$ cat src/rtl/route_table.sv
// route_table
//   Per-router routing table: maps a destination router id to an output port.
//   The table is loaded through INIT/WRITE/LOAD/DATA while in LOAD state and
//   serves LOOKUP_CNT independent, registered lookup channels in RUN state.
//
// Ports
//   CLK, RESET          clock, synchronous active-high reset
//   INIT                configuration request (IDLE/RUN -> LOAD, LOAD -> RUN when low)
//   WRITE, LOAD, DATA   entry write strobe, entry address, port value
//   CLEAR               invalidate every entry (any state)
//   LK_REQ, LK_DEST     per-channel lookup request and destination (packed)
//   LK_VALID, LK_PORT,
//   LK_MISS             per-channel registered lookup result (packed)
//   READY               high while in RUN
//   ENTRY_CNT           number of valid entries

// One lookup channel: registers the resolved port for a single request.
module route_table_lane #(
    parameter int DEST_W       = 4,
    parameter int PORT_W       = 3,
    parameter int TBL          = 16,
    parameter int DEFAULT_PORT = 0
) (
    input  logic                       CLK,
    input  logic                       RESET,
    input  logic                       run,
    input  logic                       req,
    input  logic [DEST_W-1:0]          dest,
    input  logic [TBL-1:0]             tbl_vld,
    input  logic [TBL-1:0][PORT_W-1:0] tbl_port,
    output logic                       vld,
    output logic [PORT_W-1:0]          port,
    output logic                       miss
);
    // Entries at or above ROUTERS_CNT are never marked valid, so the valid
    // bit alone also covers the out-of-range destination case.
    logic hit;
    assign hit = run && tbl_vld[dest];

    always_ff @(posedge CLK) begin
        if (RESET) begin
            vld  <= 1'b0;
            port <= '0;
            miss <= 1'b0;
        end else begin
            vld <= req;
            // Port and miss flag hold their last value while idle.
            if (req) begin
                port <= hit ? tbl_port[dest] : PORT_W'(DEFAULT_PORT);
                miss <= !hit;
            end
        end
    end
endmodule

module route_table #(
    parameter int ROUTERS_CNT  = 16,
    parameter int PORT_CNT     = 5,
    parameter int LOOKUP_CNT   = 5,
    parameter int DEFAULT_PORT = 0,
    localparam int DEST_W      = $clog2(ROUTERS_CNT),
    localparam int PORT_W      = $clog2(PORT_CNT)
) (
    input  logic                         CLK,
    input  logic                         RESET,
    input  logic                         INIT,
    input  logic                         WRITE,
    input  logic [DEST_W-1:0]            LOAD,
    input  logic [PORT_W-1:0]            DATA,
    input  logic                         CLEAR,
    input  logic [LOOKUP_CNT-1:0]        LK_REQ,
    input  logic [LOOKUP_CNT*DEST_W-1:0] LK_DEST,
    output logic [LOOKUP_CNT-1:0]        LK_VALID,
    output logic [LOOKUP_CNT*PORT_W-1:0] LK_PORT,
    output logic [LOOKUP_CNT-1:0]        LK_MISS,
    output logic                         READY,
    output logic [DEST_W:0]              ENTRY_CNT
);
    // Table storage is sized to the full address space so any LOAD/LK_DEST
    // value indexes safely; the range checks become constant lookup vectors.
    localparam int TBL  = 1 << DEST_W;
    localparam int PTBL = 1 << PORT_W;

    typedef enum logic [1:0] {ST_IDLE, ST_LOAD, ST_RUN} state_t;

    state_t                     state_q, state_d;
    logic [TBL-1:0]             addr_ok;
    logic [PTBL-1:0]            data_ok;
    logic [TBL-1:0]             valid_q;
    logic [TBL-1:0][PORT_W-1:0] port_q;
    logic [DEST_W:0]            cnt_q;
    logic                       wr_en;
    logic                       run;

    for (genvar g = 0; g < TBL; g++) begin : g_addr_ok
        assign addr_ok[g] = (g < ROUTERS_CNT);
    end
    for (genvar g = 0; g < PTBL; g++) begin : g_data_ok
        assign data_ok[g] = (g < PORT_CNT);
    end

    // ---------------- state machine ----------------
    always_ff @(posedge CLK) begin
        if (RESET) state_q <= ST_IDLE;
        else       state_q <= state_d;
    end

    always_comb begin
        state_d = state_q;
        case (state_q)
            ST_IDLE: if (INIT)  state_d = ST_LOAD;
            ST_LOAD: if (!INIT) state_d = ST_RUN;
            ST_RUN:  if (INIT)  state_d = ST_LOAD;
            default:            state_d = ST_IDLE;
        endcase
    end

    assign run   = (state_q == ST_RUN);
    assign READY = run;

    // ---------------- table write / clear ----------------
    assign wr_en = (state_q == ST_LOAD) && WRITE && addr_ok[LOAD] && data_ok[DATA];

    always_ff @(posedge CLK) begin
        if (RESET) begin
            valid_q <= '0;
            cnt_q   <= '0;
        end else begin
            if (CLEAR) begin
                valid_q <= '0;
                cnt_q   <= '0;
            end
            // A write in the same cycle as CLEAR lands after it: the later
            // non-blocking assignment to the single bit wins.
            if (wr_en) begin
                valid_q[LOAD] <= 1'b1;
                if (CLEAR)              cnt_q <= (DEST_W+1)'(1);
                else if (!valid_q[LOAD]) cnt_q <= cnt_q + (DEST_W+1)'(1);
            end
        end
    end

    // Port values need no reset: they are only read behind a valid bit.
    always_ff @(posedge CLK) begin
        if (wr_en) port_q[LOAD] <= DATA;
    end

    assign ENTRY_CNT = cnt_q;

    // ---------------- lookup channels ----------------
    for (genvar i = 0; i < LOOKUP_CNT; i++) begin : g_lane
        route_table_lane #(
            .DEST_W      (DEST_W),
            .PORT_W      (PORT_W),
            .TBL         (TBL),
            .DEFAULT_PORT(DEFAULT_PORT)
        ) u_lane (
            .CLK     (CLK),
            .RESET   (RESET),
            .run     (run),
            .req     (LK_REQ[i]),
            .dest    (LK_DEST[i*DEST_W +: DEST_W]),
            .tbl_vld (valid_q),
            .tbl_port(port_q),
            .vld     (LK_VALID[i]),
            .port    (LK_PORT[i*PORT_W +: PORT_W]),
            .miss    (LK_MISS[i])
        );
    end
endmodule

$ cat config.mk
export PLATFORM = sky130hd
export DESIGN_NAME = route_table
export DESIGN_NICKNAME = d
export VERILOG_FILES = /design/src/rtl/route_table.sv
export SDC_FILE = /design/constraint.sdc
export NUM_CORES = 1
export LEC_CHECK = 0
export CORE_MARGIN = 4
export CORE_UTILIZATION = 51
export CTS_CLUSTER_DIAMETER = 80
export DETAILED_ROUTE_END_ITERATION = 10
export GPL_ROUTABILITY_DRIVEN = 0
export PLACE_DENSITY = 0.87
export SYNTH_ARGS = -nofsm -noshare
export SYNTH_HDL_FRONTEND = slang
export SYNTH_SLANG_ARGS = --single-unit
$ cat constraint.sdc
create_clock -name CLK -period 1.98 [get_ports CLK]
set_input_delay 0.396 -clock CLK [delete_from_list [all_inputs] [get_ports CLK]]
set_output_delay 0.396 -clock CLK [all_outputs]
set_load 0.02 [all_outputs]
==> results of run 1 <==
-- kinds of logic after synthesis --
logic type	share of synthesized area, %
muxes	34.57
and+or+nand+nor	11.40
AOI/OAI and AO/OA	10.12
DFF	39.02
buffers and inverters	4.694
adders and majority gates	0.2032
-- Yosys cell counts (8+ instances only) --
| cell | n |
|---|---|
| o22ai_1 | 10 |
| nor2b_1 | 9 |
| nor3_1 | 16 |
| buf_2 | 8 |
| nand3_1 | 16 |
| nand2b_1 | 17 |
| mux2i_1 | 18 |
| o21ai_0 | 10 |
| a22o_1 | 16 |
| nand2_1 | 43 |
| dfxtp_1 | 48 |
| mux4_2 | 71 |
| mux2_2 | 22 |
| o211ai_1 | 8 |
| a21oi_1 | 15 |
| clkbuf_1 | 15 |
| nor2_1 | 25 |
| buf_4 | 14 |
| inv_1 | 14 |
| edfxtp_1 | 48 |
-- sequential cells by signal, indices dropped and copies added, names as in the netlist --
name and cells:
state_q 2, g_lane.u_lane.port 15, ENTRY_CNT 5, g_lane.u_lane.vld 5, valid_q 16, g_lane.u_lane.miss 5
port_q 48
-- layer usage --
metal	routed length, microns	up-vias
li1	-	2265
met1	6927	2670
met2	9367	534
met3	2302	146
met4	1502	0
met5	0	-
-- final cells by class --
type,instances,area (sq um)
Inverter,14,52.55
Clock inverter,6,56.30
Clock buffer,10,229.0
Tap cell,143,178.9
Timing Repair Buffer,172,1604
Multi-Input combinational cell,347,3547
Fill cell,742,3543
Sequential cell,96,2402
-- power by group --
| part | internal [mW] | switching [mW] |
|---|---|---|
| sequential | 2.10 | 0.0136 |
| combinational | 0.422 | 0.388 |
| clock | 0.872 | 0.827 |
| total | 3.40 | 1.23 |
-- worst paths after layout --
| kind | to | depth (start not counted) | start |
|---|---|---|---|
| min reg2reg | state_q[0] | 1 | state_q[0] |
| min | state_q[0] | 1 | state_q[0] |
| max | g_lane[1].u_lane.port[1] | 7 | LK_DEST[4] |
| max reg2reg | ENTRY_CNT[4] | 5 | valid_q[6] |
-- timing repair --
| item | CTS | global route |
|---|---|---|
| endpoints found under the hold margin | 0 | 0 |
| pin swaps | 0 | 2 |
| setup endpoints to repair | 42 | 13 |
| resized for setup | 22 | 12 |
| cloned | 1 | 1 |
| setup buffers | 1 | 1 |
-- through the flow --
step	setup slack (ns)	util (%)	cell area (sq um)
finish	0.01016	69.49	8070
global route	-0.03901	69.49	8070
CTS	0.0001181	68.76	7985
detailed placement	-0.5918	65.58	7616
global placement	-0.5023	65.58	7616
floorplan	0.03059	-	6160
==> results.yml, run 1 <==
clock_tree:
  clk_pin_slew_ns: 0.07
  htree_num_levels: 3
  cts_inserted_buffers: 9
  cts_hold_buf: 0
  cts.path.max_buffers: 2
  cts.sinks: 96
  insertion_delay_ns: 0.36
  root_buffer: "clkbuf_16"
  cts_tree: "yes"
sta:
  max_freq_mhz: 507.7
  max_slew_margin_pct: 64.66
  timing.final.crit_period_ns: 1.970
  fin_skew_ns: 0.009384
  setup_violations: 0
  hold_slack_ns: 0.4683
  fin_tns_setup_ns: 0
  maxSlewViolCount: 0
  finalCritPeriodShare_pct: 99.49
  tightestPinTransition_ns: 0.5261
  finalHoldViolCount: 0
yosys:
  synth-edff-count: 48
  yosys_warnings: 0
  syn-cell-area_sq_um: 6157
  synth_top_area_cell: "mux4_2"
  ys_ff_latch: 96
  synthDistinctLibCells: 49
  postSynthAreaPerCell_sq_um: 12.27
  synth_ff_type: "edfxtp_1"
  synthTopCellsByArea: "mux4_2 26%, edfxtp_1 23%, dfxtp_1 16%"
  synth_top_area_share_pct: 25.97
  async_flop_share_pct: 0
  netlist_instances: 502
  synth_fp_nets: 540
  synth_seq_area_share_pct: 39.02
power_and_ir_drop:
  finalPower_mw: 4.625
  p_per_area_nw_per_um2: 573.1
  leakagePower_nw: 2.961
  ir_drop_v: 0.0004249
global_route:
  grt_util_met3_pct: 7.208
  met2_usage_pct: 46.71
  grt_overflow: 0
  grt_pass1_vias: 5665
  grt_usage_pct: 28.80
  grt_pass1_wl_microns: 31480
  met1_usage_pct: 35.07
  grt_max_degree: 18
  grt-busiest-layer: "met2"
  antenna_found_initial: 0
cells_and_area:
  n_antenna_cell: 0
  area_growth_pct: 31.07
  final_net_count: 678
  layout_common_cells: "94 x buf_4, 74 x mux4_2, 58 x clkdlybuf4s50_1"
  final_common_cell: "buf_4"
  fin_cells: 788
  drive_above_1_share_pct: 36.43
detailed_routing:
  postRouteAntennaNets: 0
  wire_per_inst_microns: 25.51
  drtIter0Drc: 790
  routed_wl_microns: 20100
  drc: 0
  vias: 5615
  viasPerCell: 7.126
  first_pass_iters: 5
floorplan:
  design.die.area_sq_um: 13890
  rows: 39
  fp.dieH_microns: 117.9
  ios: 68
  initial_utilization_pct: 53.02
  die_w_microns: 117.9
  core_region_area_sq_um: 11610
worst_setup_path:
  cp_data_arrival_time_ns: 2.20
  crit_slowest_cell: "mux4_2"
  path_class: "in -> reg"
  crit_fanout: 11
  cp-start-kind: "primary input"
  cp_cell_sequence: "clkdlybuf4s50_1 > buf_12 > mux4_2 > mux2i_1 > nor3_1 > a31oi_2 > o32ai_1"
  cp.required_ns: 2.21
  critPathMaxStageDelay_ns: 0.51
  cp_top_family: "multiplexers"
  setup.worst_path.end_class: "flop"
  r2r_setup_slack_ns: 0.04
  critPathBufInv: 2
placed_design:
  dp_hpwl_microns: 13940
  dp.cells: 768
  io_buffers: 67
run:
  drv_cap: 0
run_status:
  outcome: "completed"
min_path:
  hp-class: "reg -> reg"
Note: power is estimated with default switching activity, not from simulation.
==> inputs of run 2 (changes only) <==
--- a/config.mk
+++ b/config.mk
@@ -11,6 +11,7 @@
 export DETAILED_ROUTE_END_ITERATION = 10
 export GPL_ROUTABILITY_DRIVEN = 0
 export PLACE_DENSITY = 0.87
+export SLEW_MARGIN = 25
 export SYNTH_ARGS = -nofsm -noshare
 export SYNTH_HDL_FRONTEND = slang
 export SYNTH_SLANG_ARGS = --single-unit
==> results of run 2 <==
No change in the layout: final DEF, timing and power equal those of run 1.
==> inputs of run 3 (changes only) <==
--- a/config.mk
+++ b/config.mk
@@ -6,11 +6,11 @@
 export NUM_CORES = 1
 export LEC_CHECK = 0
 export CORE_MARGIN = 4
-export CORE_UTILIZATION = 51
+export CORE_UTILIZATION = 35
 export CTS_CLUSTER_DIAMETER = 80
 export DETAILED_ROUTE_END_ITERATION = 10
 export GPL_ROUTABILITY_DRIVEN = 0
-export PLACE_DENSITY = 0.87
+export PLACE_DENSITY = 0.67
 export SLEW_MARGIN = 25
 export SYNTH_ARGS = -nofsm -noshare
 export SYNTH_HDL_FRONTEND = slang
==> results.yml, run 3 (synthesis results as in run 1) <==
detailed_routing:
  drc: 0
  routed_wl_microns: 18760
  first_pass_iters: 5
  viasPerCell: 5.882
  vias: 5164
  drtIter0Drc: 557
  wire_per_inst_microns: 21.36
  postRouteAntennaNets: 0
global_route:
  grt_overflow: 0
  grt_pass1_wl_microns: 28850
  antenna_found_initial: 0
  grt_pass1_vias: 5272
  grt_max_degree: 28
  grt_usage_pct: 18.76
power_and_ir_drop:
  p_per_area_nw_per_um2: 572.2
  p_clk_share_pct: 38.2
  power.internal_mw: 3.589
  ir_drop_v: 0.0004906
  pwr-share-seq_pct: 44.9
  leakagePower_nw: 3.041
  p_sw_mw: 1.123
  p_comb_share_pct: 16.9
  switching_share_pct: 23.84
  finalPower_mw: 4.712
cells_and_area:
  regMostFlops: "port_q"
  layout_common_cells: "103 x buf_4, 73 x mux4_2, 57 x clkdlybuf4s50_1"
  top_regs: "port_q x48, valid_q x16, g_lane.u_lane.port x15"
  drive_above_1_share_pct: 37.52
  design_area_sq_um: 8235
  largest_reg_flops: 48
  final_net_count: 686
  n_antenna_cell: 0
  final_common_cell: "buf_4"
  area_growth_pct: 33.75
  fin_cells: 878
  finish.utilization_pct: 47.61
clock_tree:
  cts.sinks: 96
  htree_num_levels: 3
  cts_tree: "yes"
  cts_inserted_buffers: 9
  cts.path.max_buffers: 2
  insertion_delay_ns: 0.35
  cts_setup_buffers: 0
  clk_pin_slew_ns: 0.06
  root_buffer: "clkbuf_16"
sta:
  tightestPinTransition_ns: 0.4752
  rsz0062_at_grt: "true"
  fin_skew_ns: 0.008593
  max_slew_margin_pct: 68.07
  finalHoldViolCount: 0
  maxSlewViolCount: 0
  fin_tns_setup_ns: 0
  hold_slack_ns: 0.4569
  max_freq_mhz: 513.4
  finalCritPeriodShare_pct: 98.37
  timing.final.crit_period_ns: 1.948
  setup_violations: 0
  layout_setup_ws_ns: 0.03237
placed_design:
  dp_hpwl_microns: 14790
  placed_area_sq_um: 7789
  post-place-ws_ns: -0.5855
  io_buffers: 67
  dp.cells: 861
worst_setup_path:
  cp-start-kind: "primary input"
  crit_fanout: 11
  path_class: "in -> reg"
  cp.required_ns: 2.21
  setup.worst_path.end_class: "flop"
  reg2reg_depth: 5
  cp_data_arrival_time_ns: 2.17
floorplan:
  core_region_area_sq_um: 17300
  rows: 48
  die_w_microns: 140.6
  design.die.area_sq_um: 19780
  initial_utilization_pct: 35.60
  fp.dieH_microns: 140.6
  ios: 68
run:
  drv_cap: 0
run_status:
  outcome: "completed"
min_path:
  min_path_cells: 1
  hp-class: "reg -> reg"
==> run 3: changes by cell type in the layout (fill, tap and decap cells not counted), sizes merged <==
cell	previous run	this run
buf	103	112
dlymetal6s2s	2	5
clkinv	3	1
clkinvlp	2	0
inv	15	17
bufbuf	1	0
bufinv	0	1
clkbuf	11	12
clkdlybuf4s15	2	1
clkdlybuf4s50	58	57
dlygate4sd2	5	4
==> run 3: metal layers <==
layer	wire (microns)	global-route usage (%)	vias to the layer above
li1	-	-	2283
met5	0	0	-
met4	712	7.190	0
met2	9083	30.70	301
met1	7340	23.90	2528
met3	1620	4.986	52
==> run 3: power by group through the flow <==
stage                     Clock, mW  Sequential (mW)  Combinational (mW)
after detailed placement          0             2.16               0.768
after global placement            0             2.16               0.750
after floorplan                   0             2.16               0.415
after CTS                      1.84             2.11               0.776
after global routing           1.91             2.12               0.847
final                          1.80             2.12               0.798
==> run 3: final timing paths <==
| check | from | end | slack (ns) |
|---|---|---|---|
| worst min register to register | state_q[1] | state_q[0] | 0.46 |
| worst max-delay path | LK_DEST[12] | g_lane[3].u_lane.port[0] | 0.03 |
| worst max register to register | valid_q[14] | ENTRY_CNT[3] | 0.14 |
| worst min-delay path | state_q[1] | state_q[0] | 0.46 |
==> run 3: final cells by class <==
cell class              count  area, sq um
fillers                  1509         9061
multi-input cells         347         3543
flip-flops and latches     96         2402
repair buffers            180         1643
well taps                 225        281.5
clock buffers              11        254.0
clock inverters             5        58.81
inverters                  14        52.55
==> run 3: what timing repair did <==
action                     in CTS  in global routing
pin swaps                       1                  2
gates resized for setup        16                 21
setup endpoints to repair      60                 34
cloned                          0                  1
hold buffers                    0                  0
==> run 3: critical path, cell delays in order <==
cell	delay [ns]
clkdlybuf4s50_1	0.51
buf_12	0.16
mux4_2	0.51
o22ai_2	0.23
o32ai_2	0.14
o211ai_1	0.13
a21oi_1	0.10
